==> config.mk <==
export PLATFORM = sky130hd
export DESIGN_NAME = rf_io_ctrl
export DESIGN_NICKNAME = d
export VERILOG_FILES = /design/src/rtl/rf_io_ctrl_pkg.sv /design/src/rtl/rf_io_ctrl_sync_2ff.sv /design/src/rtl/rf_io_ctrl.sv
export SDC_FILE = /design/constraint.sdc
export NUM_CORES = 1
export LEC_CHECK = 0
export BUFFER_PORTS_ARGS = -buffer_cell sky130_fd_sc_hd__buf_2
export CAP_MARGIN = 30
export CORE_MARGIN = 2
export CORE_UTILIZATION = 54
export CTS_CLUSTER_DIAMETER = 40
export DETAILED_ROUTE_END_ITERATION = 7
export PLACE_DENSITY = 0.8
export SLEW_MARGIN = 15
export SYNTH_ARGS = -nofsm -noshare
export SYNTH_HDL_FRONTEND = slang
export SYNTH_SLANG_ARGS = --single-unit
==> constraint.sdc <==
create_clock -name i_sys_clk -period 2.3 [get_ports i_sys_clk]
set_clock_uncertainty 0.05 [all_clocks]
set_input_delay 0.115 -clock i_sys_clk [delete_from_list [all_inputs] [get_ports i_sys_clk]]
set_output_delay 0.115 -clock i_sys_clk [all_outputs]
set_load 0.02 [all_outputs]
==> src/rtl/rf_io_ctrl_pkg.sv <==
// Shared definitions for the RF/digital I/O controller: register addresses,
// RF mode encoding and the mode-to-switch decode. Optional: RF_IO_CTRL_BUTTON_LATCH_EN.
package rf_io_ctrl_pkg;

  localparam logic [4:0] ADDR_VERSION  = 5'h01;
  localparam logic [4:0] ADDR_SYS      = 5'h02;
  localparam logic [4:0] ADDR_PMOD_DIR = 5'h03;
  localparam logic [4:0] ADDR_PMOD_VAL = 5'h04;
  localparam logic [4:0] ADDR_RF_CTRL  = 5'h05;
`ifdef RF_IO_CTRL_BUTTON_LATCH_EN
  localparam logic [4:0] ADDR_BTN_LATCH = 5'h06;
`endif

  typedef enum logic [2:0] {
    LOW_PWR    = 3'd0,
    RX_LOWPASS = 3'd1,
    RX_HIPASS  = 3'd2,
    BYPASS     = 3'd3,
    TX_LOWPASS = 3'd4,
    TX_HIPASS  = 3'd5
  } rf_mode_e;

  // Bit order: {rx_h_tx_l, vc1, vc2, shdn_rx, shdn_tx, mixer_en}
  function automatic logic [5:0] rf_switch_vec(input rf_mode_e mode);
    logic [5:0] vec;
    case (mode)
      RX_LOWPASS: vec = 6'b110011;
      RX_HIPASS:  vec = 6'b101011;
      BYPASS:     vec = 6'b100010;
      TX_LOWPASS: vec = 6'b010101;
      TX_HIPASS:  vec = 6'b001101;
      default:    vec = 6'b100110;
    endcase
    return vec;
  endfunction

  // Codes 6 and 7 have no defined switch setting, so they fall back to low power.
  function automatic rf_mode_e rf_mode_from_bits(input logic [2:0] bits);
    rf_mode_e mode;
    if (bits > 3'd5) begin
      mode = LOW_PWR;
    end else begin
      mode = rf_mode_e'(bits);
    end
    return mode;
  endfunction

endpackage

==> src/rtl/rf_io_ctrl_sync_2ff.sv <==
// Two-flop synchronizer for asynchronous board inputs (button, straps, PMOD pins).
module sync_2ff #(
  parameter int WIDTH = 1
) (
  input  logic             i_sys_clk,
  input  logic             i_rst_b,
  input  logic [WIDTH-1:0] i_d,
  output logic [WIDTH-1:0] o_q
);

  logic [WIDTH-1:0] meta;

  always_ff @(posedge i_sys_clk or negedge i_rst_b) begin
    if (!i_rst_b) begin
      meta <= '0;
      o_q  <= '0;
    end else begin
      meta <= i_d;
      o_q  <= meta;
    end
  end

endmodule

==> src/rtl/rf_io_ctrl.sv <==
// Register-mapped LED/PMOD/RF front-end controller on the SPI command bus.
// Optional: RF_IO_CTRL_BUTTON_LATCH_EN adds a sticky button-press flag at 0x06.
module rf_io_ctrl
  import rf_io_ctrl_pkg::*;
#(
  parameter logic [7:0] VERSION = 8'h01
) (
  input  logic       i_sys_clk,
  input  logic       i_rst_b,
  input  logic [4:0] i_ioc,
  input  logic [7:0] i_data_in,
  output logic [7:0] o_data_out,
  input  logic       i_cs,
  input  logic       i_fetch_cmd,
  input  logic       i_load_cmd,
  input  logic       i_button,
  input  logic [3:0] i_config,
  input  logic [7:0] i_pmod_in,
  output logic [7:0] o_pmod_out,
  output logic [7:0] o_pmod_dir,
  output logic       o_led0,
  output logic       o_led1,
  output logic       o_rx_h_tx_l,
  output logic       o_rx_h_tx_l_b,
  output logic       o_tr_vc1,
  output logic       o_tr_vc1_b,
  output logic       o_tr_vc2,
  output logic       o_shdn_rx_lna,
  output logic       o_shdn_tx_lna,
  output logic       o_mixer_en,
  output logic       o_mixer_fm
);

  logic       button_sync;
  logic [3:0] config_sync;
  logic [7:0] pmod_in_sync;
  logic       write_en;
  logic       fetch_en;
  logic [7:0] read_val;
  logic       led0;
  logic       led1;
  logic [7:0] pmod_dir;
  logic [7:0] pmod_out;
  rf_mode_e   rf_mode;
  logic       mixer_fm;
  logic [5:0] switch_vec;

  sync_2ff #(.WIDTH(1)) u_sync_button (
    .i_sys_clk (i_sys_clk),
    .i_rst_b   (i_rst_b),
    .i_d       (i_button),
    .o_q       (button_sync)
  );

  sync_2ff #(.WIDTH(4)) u_sync_config (
    .i_sys_clk (i_sys_clk),
    .i_rst_b   (i_rst_b),
    .i_d       (i_config),
    .o_q       (config_sync)
  );

  sync_2ff #(.WIDTH(8)) u_sync_pmod (
    .i_sys_clk (i_sys_clk),
    .i_rst_b   (i_rst_b),
    .i_d       (i_pmod_in),
    .o_q       (pmod_in_sync)
  );

  assign write_en = i_cs & i_load_cmd;
  assign fetch_en = i_cs & i_fetch_cmd;

`ifdef RF_IO_CTRL_BUTTON_LATCH_EN
  logic button_prev;
  logic button_flag;
  logic button_rise;

  assign button_rise = button_sync & ~button_prev;

  // A press arriving on the same edge as the clearing fetch must not be lost.
  always_ff @(posedge i_sys_clk or negedge i_rst_b) begin
    if (!i_rst_b) begin
      button_prev <= 1'b0;
      button_flag <= 1'b0;
    end else begin
      button_prev <= button_sync;
      if (button_rise) begin
        button_flag <= 1'b1;
      end else if (fetch_en && (i_ioc == ADDR_BTN_LATCH)) begin
        button_flag <= 1'b0;
      end
    end
  end
`endif

  always_comb begin
    read_val = 8'h00;
    case (i_ioc)
      ADDR_VERSION:   read_val = VERSION;
      ADDR_SYS:       read_val = {config_sync, 1'b0, button_sync, led1, led0};
      ADDR_PMOD_DIR:  read_val = pmod_dir;
      ADDR_PMOD_VAL:  read_val = pmod_in_sync;
      ADDR_RF_CTRL:   read_val = {4'b0000, mixer_fm, rf_mode};
`ifdef RF_IO_CTRL_BUTTON_LATCH_EN
      ADDR_BTN_LATCH: read_val = {7'b0000000, button_flag};
`endif
      default:        read_val = 8'h00;
    endcase
  end

  // Read data is taken from the pre-write register state, so a same-edge
  // load and fetch to one address returns the old value.
  always_ff @(posedge i_sys_clk or negedge i_rst_b) begin
    if (!i_rst_b) begin
      o_data_out <= 8'h00;
    end else if (fetch_en) begin
      o_data_out <= read_val;
    end
  end

  always_ff @(posedge i_sys_clk or negedge i_rst_b) begin
    if (!i_rst_b) begin
      led0     <= 1'b0;
      led1     <= 1'b0;
      pmod_dir <= 8'h00;
      pmod_out <= 8'h00;
      rf_mode  <= LOW_PWR;
      mixer_fm <= 1'b0;
    end else if (write_en) begin
      case (i_ioc)
        ADDR_SYS: begin
          led0 <= i_data_in[0];
          led1 <= i_data_in[1];
        end
        ADDR_PMOD_DIR: pmod_dir <= i_data_in;
        ADDR_PMOD_VAL: pmod_out <= i_data_in;
        ADDR_RF_CTRL: begin
          rf_mode  <= rf_mode_from_bits(i_data_in[2:0]);
          mixer_fm <= i_data_in[3];
        end
        default: ;
      endcase
    end
  end

  assign switch_vec = rf_switch_vec(rf_mode);

  assign o_rx_h_tx_l   = switch_vec[5];
  assign o_rx_h_tx_l_b = ~switch_vec[5];
  assign o_tr_vc1      = switch_vec[4];
  assign o_tr_vc1_b    = ~switch_vec[4];
  assign o_tr_vc2      = switch_vec[3];
  assign o_shdn_rx_lna = switch_vec[2];
  assign o_shdn_tx_lna = switch_vec[1];
  assign o_mixer_en    = switch_vec[0];
  assign o_mixer_fm    = mixer_fm;
  assign o_led0        = led0;
  assign o_led1        = led1;
  assign o_pmod_dir    = pmod_dir;
  assign o_pmod_out    = pmod_out;

endmodule

==> results by stage <==
Worst setup path:
- The capturing element type of the critical path is an output pin.
- The kind of cell with the highest combined delay along the critical path is flip-flops.
- The worst setup path is launched from a flip-flop.
- The required arrival time at the worst endpoint is 2.13 ns.
- On the worst path, the slowest cell contributes a delay of 0.42 ns.
- The signal on the critical path passes through inv_1 > ha_1 > nor3b_1 > a21oi_1 > o22ai_1 > buf_2.
- The standard cell with the maximum stage delay on the critical path is sky130_fd_sc_hd__dfrtp_1.
- The kind of critical path is reg2out.
- The launch point of the worst reg-to-reg path is rf_mode[0].
- The arrival time of data at the critical path endpoint is 1.72 ns.
- Tracing the worst setup path back leads to its startpoint at rf_mode[1].
- Of all nets on the critical path, the largest fanout is 6.
- The sum of buffers and inverters on the critical path is 2.

Timing:
- The final count of negative-setup-slack endpoints is 0.
- For the final routed database, the setup TNS stands at 0 ns.
- Based on the critical path, the design can be clocked at up to approximately 530 MHz.
- Setup repair after global routing left no endpoint under its margin.
- The slack of the critical path is 0.4105 ns.
- The number of pins exceeding their max-slew limit in the final report is 0.
- The share of the clock period used by the worst path is 0.8215.
- At the pin with the least slew margin, the transition time is 0.8069 ns.
- The tightest slew margin relative to the limit is 0.4545.
- The final critical delay including setup and external delays is 1.889 ns.
- The final-report hold violation count is 0.

Die:
- The total core area is 3971 sq um.
- The starting density of the core is 0.5555.
- The area enclosed by the die boundary is approximately 4600 sq um.
- The number of cell rows is 23.
- The die extent in x is ~68 microns.
- The die is 67.92 microns tall.
- For this design the top-level I/O count stands at 66.

Pwr:
- Of the total power, the share spent switching nets is 0.2835.
- The worst-case IR drop observed on VDD is 0.0006407 V.
- The share of total power dissipated in combinational logic is 0.188.
- The internal power consumption is 1437 uW.
- The share of total power dissipated in the clock network is 0.258.
- Power spread over the standard cell area amounts to around 720 nW/um^2.
- The reported net switching power is 568.6 uW.
- The static leakage is 0.001419 uW.
- Of the total power, registers draw 0.554.

Yosys:
- The number of synthesized flops with an enable pin is 0.
- The count of distinct cell types in the synthesized netlist is 33.
- The compound-gate portion of the synthesized area is 0.08225.
- Among all flip-flop cells after synthesis, the most frequent one is sky130_fd_sc_hd__dfrtp_1.
- In this run the mean area of a mapped cell was around 14 sq um.
- The cell count after synthesis came out at 159.
- The mapped netlist covers approximately 2200 sq um.
- The top cell type by total area after synthesis is sky130_fd_sc_hd__dfrtp_1.
- Of the post-synthesis cell area, the part taken by muxes is 0.1503.
- The arithmetic-cell share of the synthesized area counting full adders, half adders and majority gates is 0.005672.
- Sorting the synthesized cells by area gives the leading types as sky130_fd_sc_hd__dfrtp_1, sky130_fd_sc_hd__mux2_2, sky130_fd_sc_hd__a32oi_1.
- The fraction of the yosys area taken by sequential cells is 0.6353.
- The main combinational cell family by area after synthesis is multiplexers.
- The synthesized-area fraction occupied by xor and xnor cells is 0.003971.
- Of the post-synthesis cell area, the dominant cell type holds 0.6353.
- The Yosys step of the flow raised 0 warnings.
- The count of state elements after synthesis is 56.
- The synthesized-area fraction occupied by and/or/nand/nor cells is 0.1004.
- The number of nets produced by synthesis is 191.
- Counting flops with an async set or reset pin after synthesis yields a share of 1.000.

Global routing:
- The met1 track utilization from global routing is 0.2377.
- Entering global routing, the biggest net connects 57 pins.
- For this run the aggregate overflow at the end of global routing stands at 0.
- The global-route track usage on met3 is 0.04605.
- The wire length of the first global-routing pass is 6796 microns.
- The global routing usage on met2 is 0.3701.
- The initial antenna violation count is 0.
- The number of global-route vias before repair was 1488.
- The busiest metal layer after global routing is met2.
- The all-layer global routing usage is 0.2068.

Route:
- The number of nets with antenna violations after detailed routing is 0.
- The overall via count from detail_route is 1532.
- The remaining design rule violation count is 0.
- The via-per-instance ratio is 5.265.
- The detailed-routing iteration count for the pre-antenna-repair pass is 4.
- The DRC violation total after the first TritonRoute iteration is between 100 and 150.
- The wire length per cell is 15.51 microns.
- The total routed wirelength is 4513 microns.

Final layout:
- The net count of the finished layout is 272.
- The area growth from synthesis to layout is 26.94%.
- The repair_antennas step left the layout with diodes totalling 0.
- Of the cells placed in the final design, the portion with a size suffix greater than 1 is 0.4357.
- The number of fill cells in the layout is 290.
- Once layout is complete, the utilization of the core stands at 0.7051.
- The count of cells in the finished layout, fillers not included, comes to 291.

Run status:
- The flow ran to the end, and the final reports show no timing, DRC or antenna violations.

Clocking:
- TritonCTS created 5 clock buffers.
- The cell at the root of the clock tree is sky130_fd_sc_hd__clkbuf_8.
- Gates resized during post-CTS repair numbered 0.
- The H-tree depth is 2.
- The total number of clock tree sinks is 56.
- The clock-pin slew of the registers on the worst-case setup and hold paths is around 0.10 ns.
- Clock latency on the worst-skew pair, taken at its later pin, is ~0.30 ns.
- TritonCTS built the clock tree.
- The maximum buffer depth of the clock tree is 2.

Place:
- The weighted congestion reported at the end of routability-driven placement is 0.8646.
- The HPWL after detailed placement is 3100 microns.
- Input and output buffers added on the ports amount to 65.
- Before CTS, the worst setup slack after placement is 0.6751 ns.
- The cell total after placement is roughly 270.

Worst hold path:
- The launch point of the worst hold path is i_data_in[7].
- The path type of the worst min-delay path is in2reg.

Run:
- The count of max-cap constraint violations is 0.
[registers in the layout, summed over array words and instances (netlist names), 3 cells and up]
register and flops:
o_data_out 8, o_pmod_dir 8, o_pmod_out 8, u_sync_pmod.meta 8, u_sync_pmod.o_q 8, u_sync_config.meta 4
u_sync_config.o_q 4, rf_mode 3
[layout make-up]
class                           count  area [sq um]  share of cell area
Clock inverter                      2         16.27            0.005809
Inverter                            5         18.77            0.006702
Sequential cell                    56          1401              0.5004
Tap cell                           50         62.56             0.02234
Multi-Input combinational cell     92         755.7              0.2699
Timing Repair Buffer               80         473.0              0.1689
Clock buffer                        6         72.57             0.02592
[synthesized netlist by cell type (3+ instances only)]
master and n:
sky130_fd_sc_hd__o21ai_0 8, sky130_fd_sc_hd__a21oi_1 5, sky130_fd_sc_hd__nand2_1 13, sky130_fd_sc_hd__a32oi_1 6, sky130_fd_sc_hd__dfrtp_1 56, sky130_fd_sc_hd__nand3_1 4, sky130_fd_sc_hd__buf_2 3, sky130_fd_sc_hd__inv_1 5
sky130_fd_sc_hd__mux2_2 25, sky130_fd_sc_hd__mux2i_1 5
[cell families after synthesis]
logic type	count (synthesis)
compound gates	27
buf+inv	11
fa+ha+maj	1
simple gates	33
xor+xnor	1
mux	30
flops	56
[through the flow]
step / power [uW] / hold slack, ns / cell area (sq um)
floorplan: 1336 / -0.2306 / 2206
global placement: 1482 / 0.1722 / 2571
detailed placement: 1491 / 0.1743 / 2571
CTS: 2024 / 0.006919 / 2800
global route: 2098 / 0.01115 / 2800
finish: 2006 / 0.01005 / 2800
[placed cells by master, fill, tap and decap left out, drive strengths merged]
master        n
a211o         1
o41ai         1
a32oi         6
dlygate4sd3  14
nand4         1
clkinvlp      1
clkinv        1
mux2         25
nand2b        1
nand3         4
o211ai        1
buf          66
a21o          1
nor3b         2
dfrtp        56
a21oi         5
a21boi        1
xor2          1
nor2          3
clkbuf        6
nor3          3
ha            1
nor4b         2
mux2i         5
or3           2
o21ai         8
nand2        13
o22ai         1
or4b          2
inv           5
o22a          2
[final timing paths]
check | to | slack (ns) | cells past startpoint
min in group asynchronous | o_pmod_dir[4] | 0.42 | 3
max in group asynchronous | o_pmod_out[7] | 1.33 | 3
worst min register to register | u_sync_pmod.o_q[4] | 0.30 | 0
worst min-delay path | o_pmod_dir[7] | 0.01 | 2
worst max register to register | o_data_out[0] | 1.15 | 3
worst max-delay path | o_mixer_en | 0.41 | 6
[worst reg2reg max path: cells and delay by family (launching register included)]
family / cells / cell delay [ns]
DFF: 1 / 0.47
muxes: 1 / 0.29
AOI/OAI and AO/OA: 2 / 0.23
[repair_timing]
action / 4_1_cts / 5_1_grt
endpoints found under the hold margin: 69 / 0
hold buffers: 14 / 0
setup buffers: 0 / 0
[power groups by stage]
stage               registers (uW)  logic (uW)  clock network (uW)
CTS                           1110         380                 532
global placement              1130         353                   0
finish                        1110         377                 517
floorplan                     1170         162                   0
global route                  1120         410                 569
detailed placement            1130         360                   0
[metal layers]
layer / routed length (microns) / part of all wire
met3: 252 / 0.056
met4: 87 / 0.019
met5: 0 / 0
met1: 1796 / 0.40
met2: 2377 / 0.53
(Power assumes the default switching activity.)
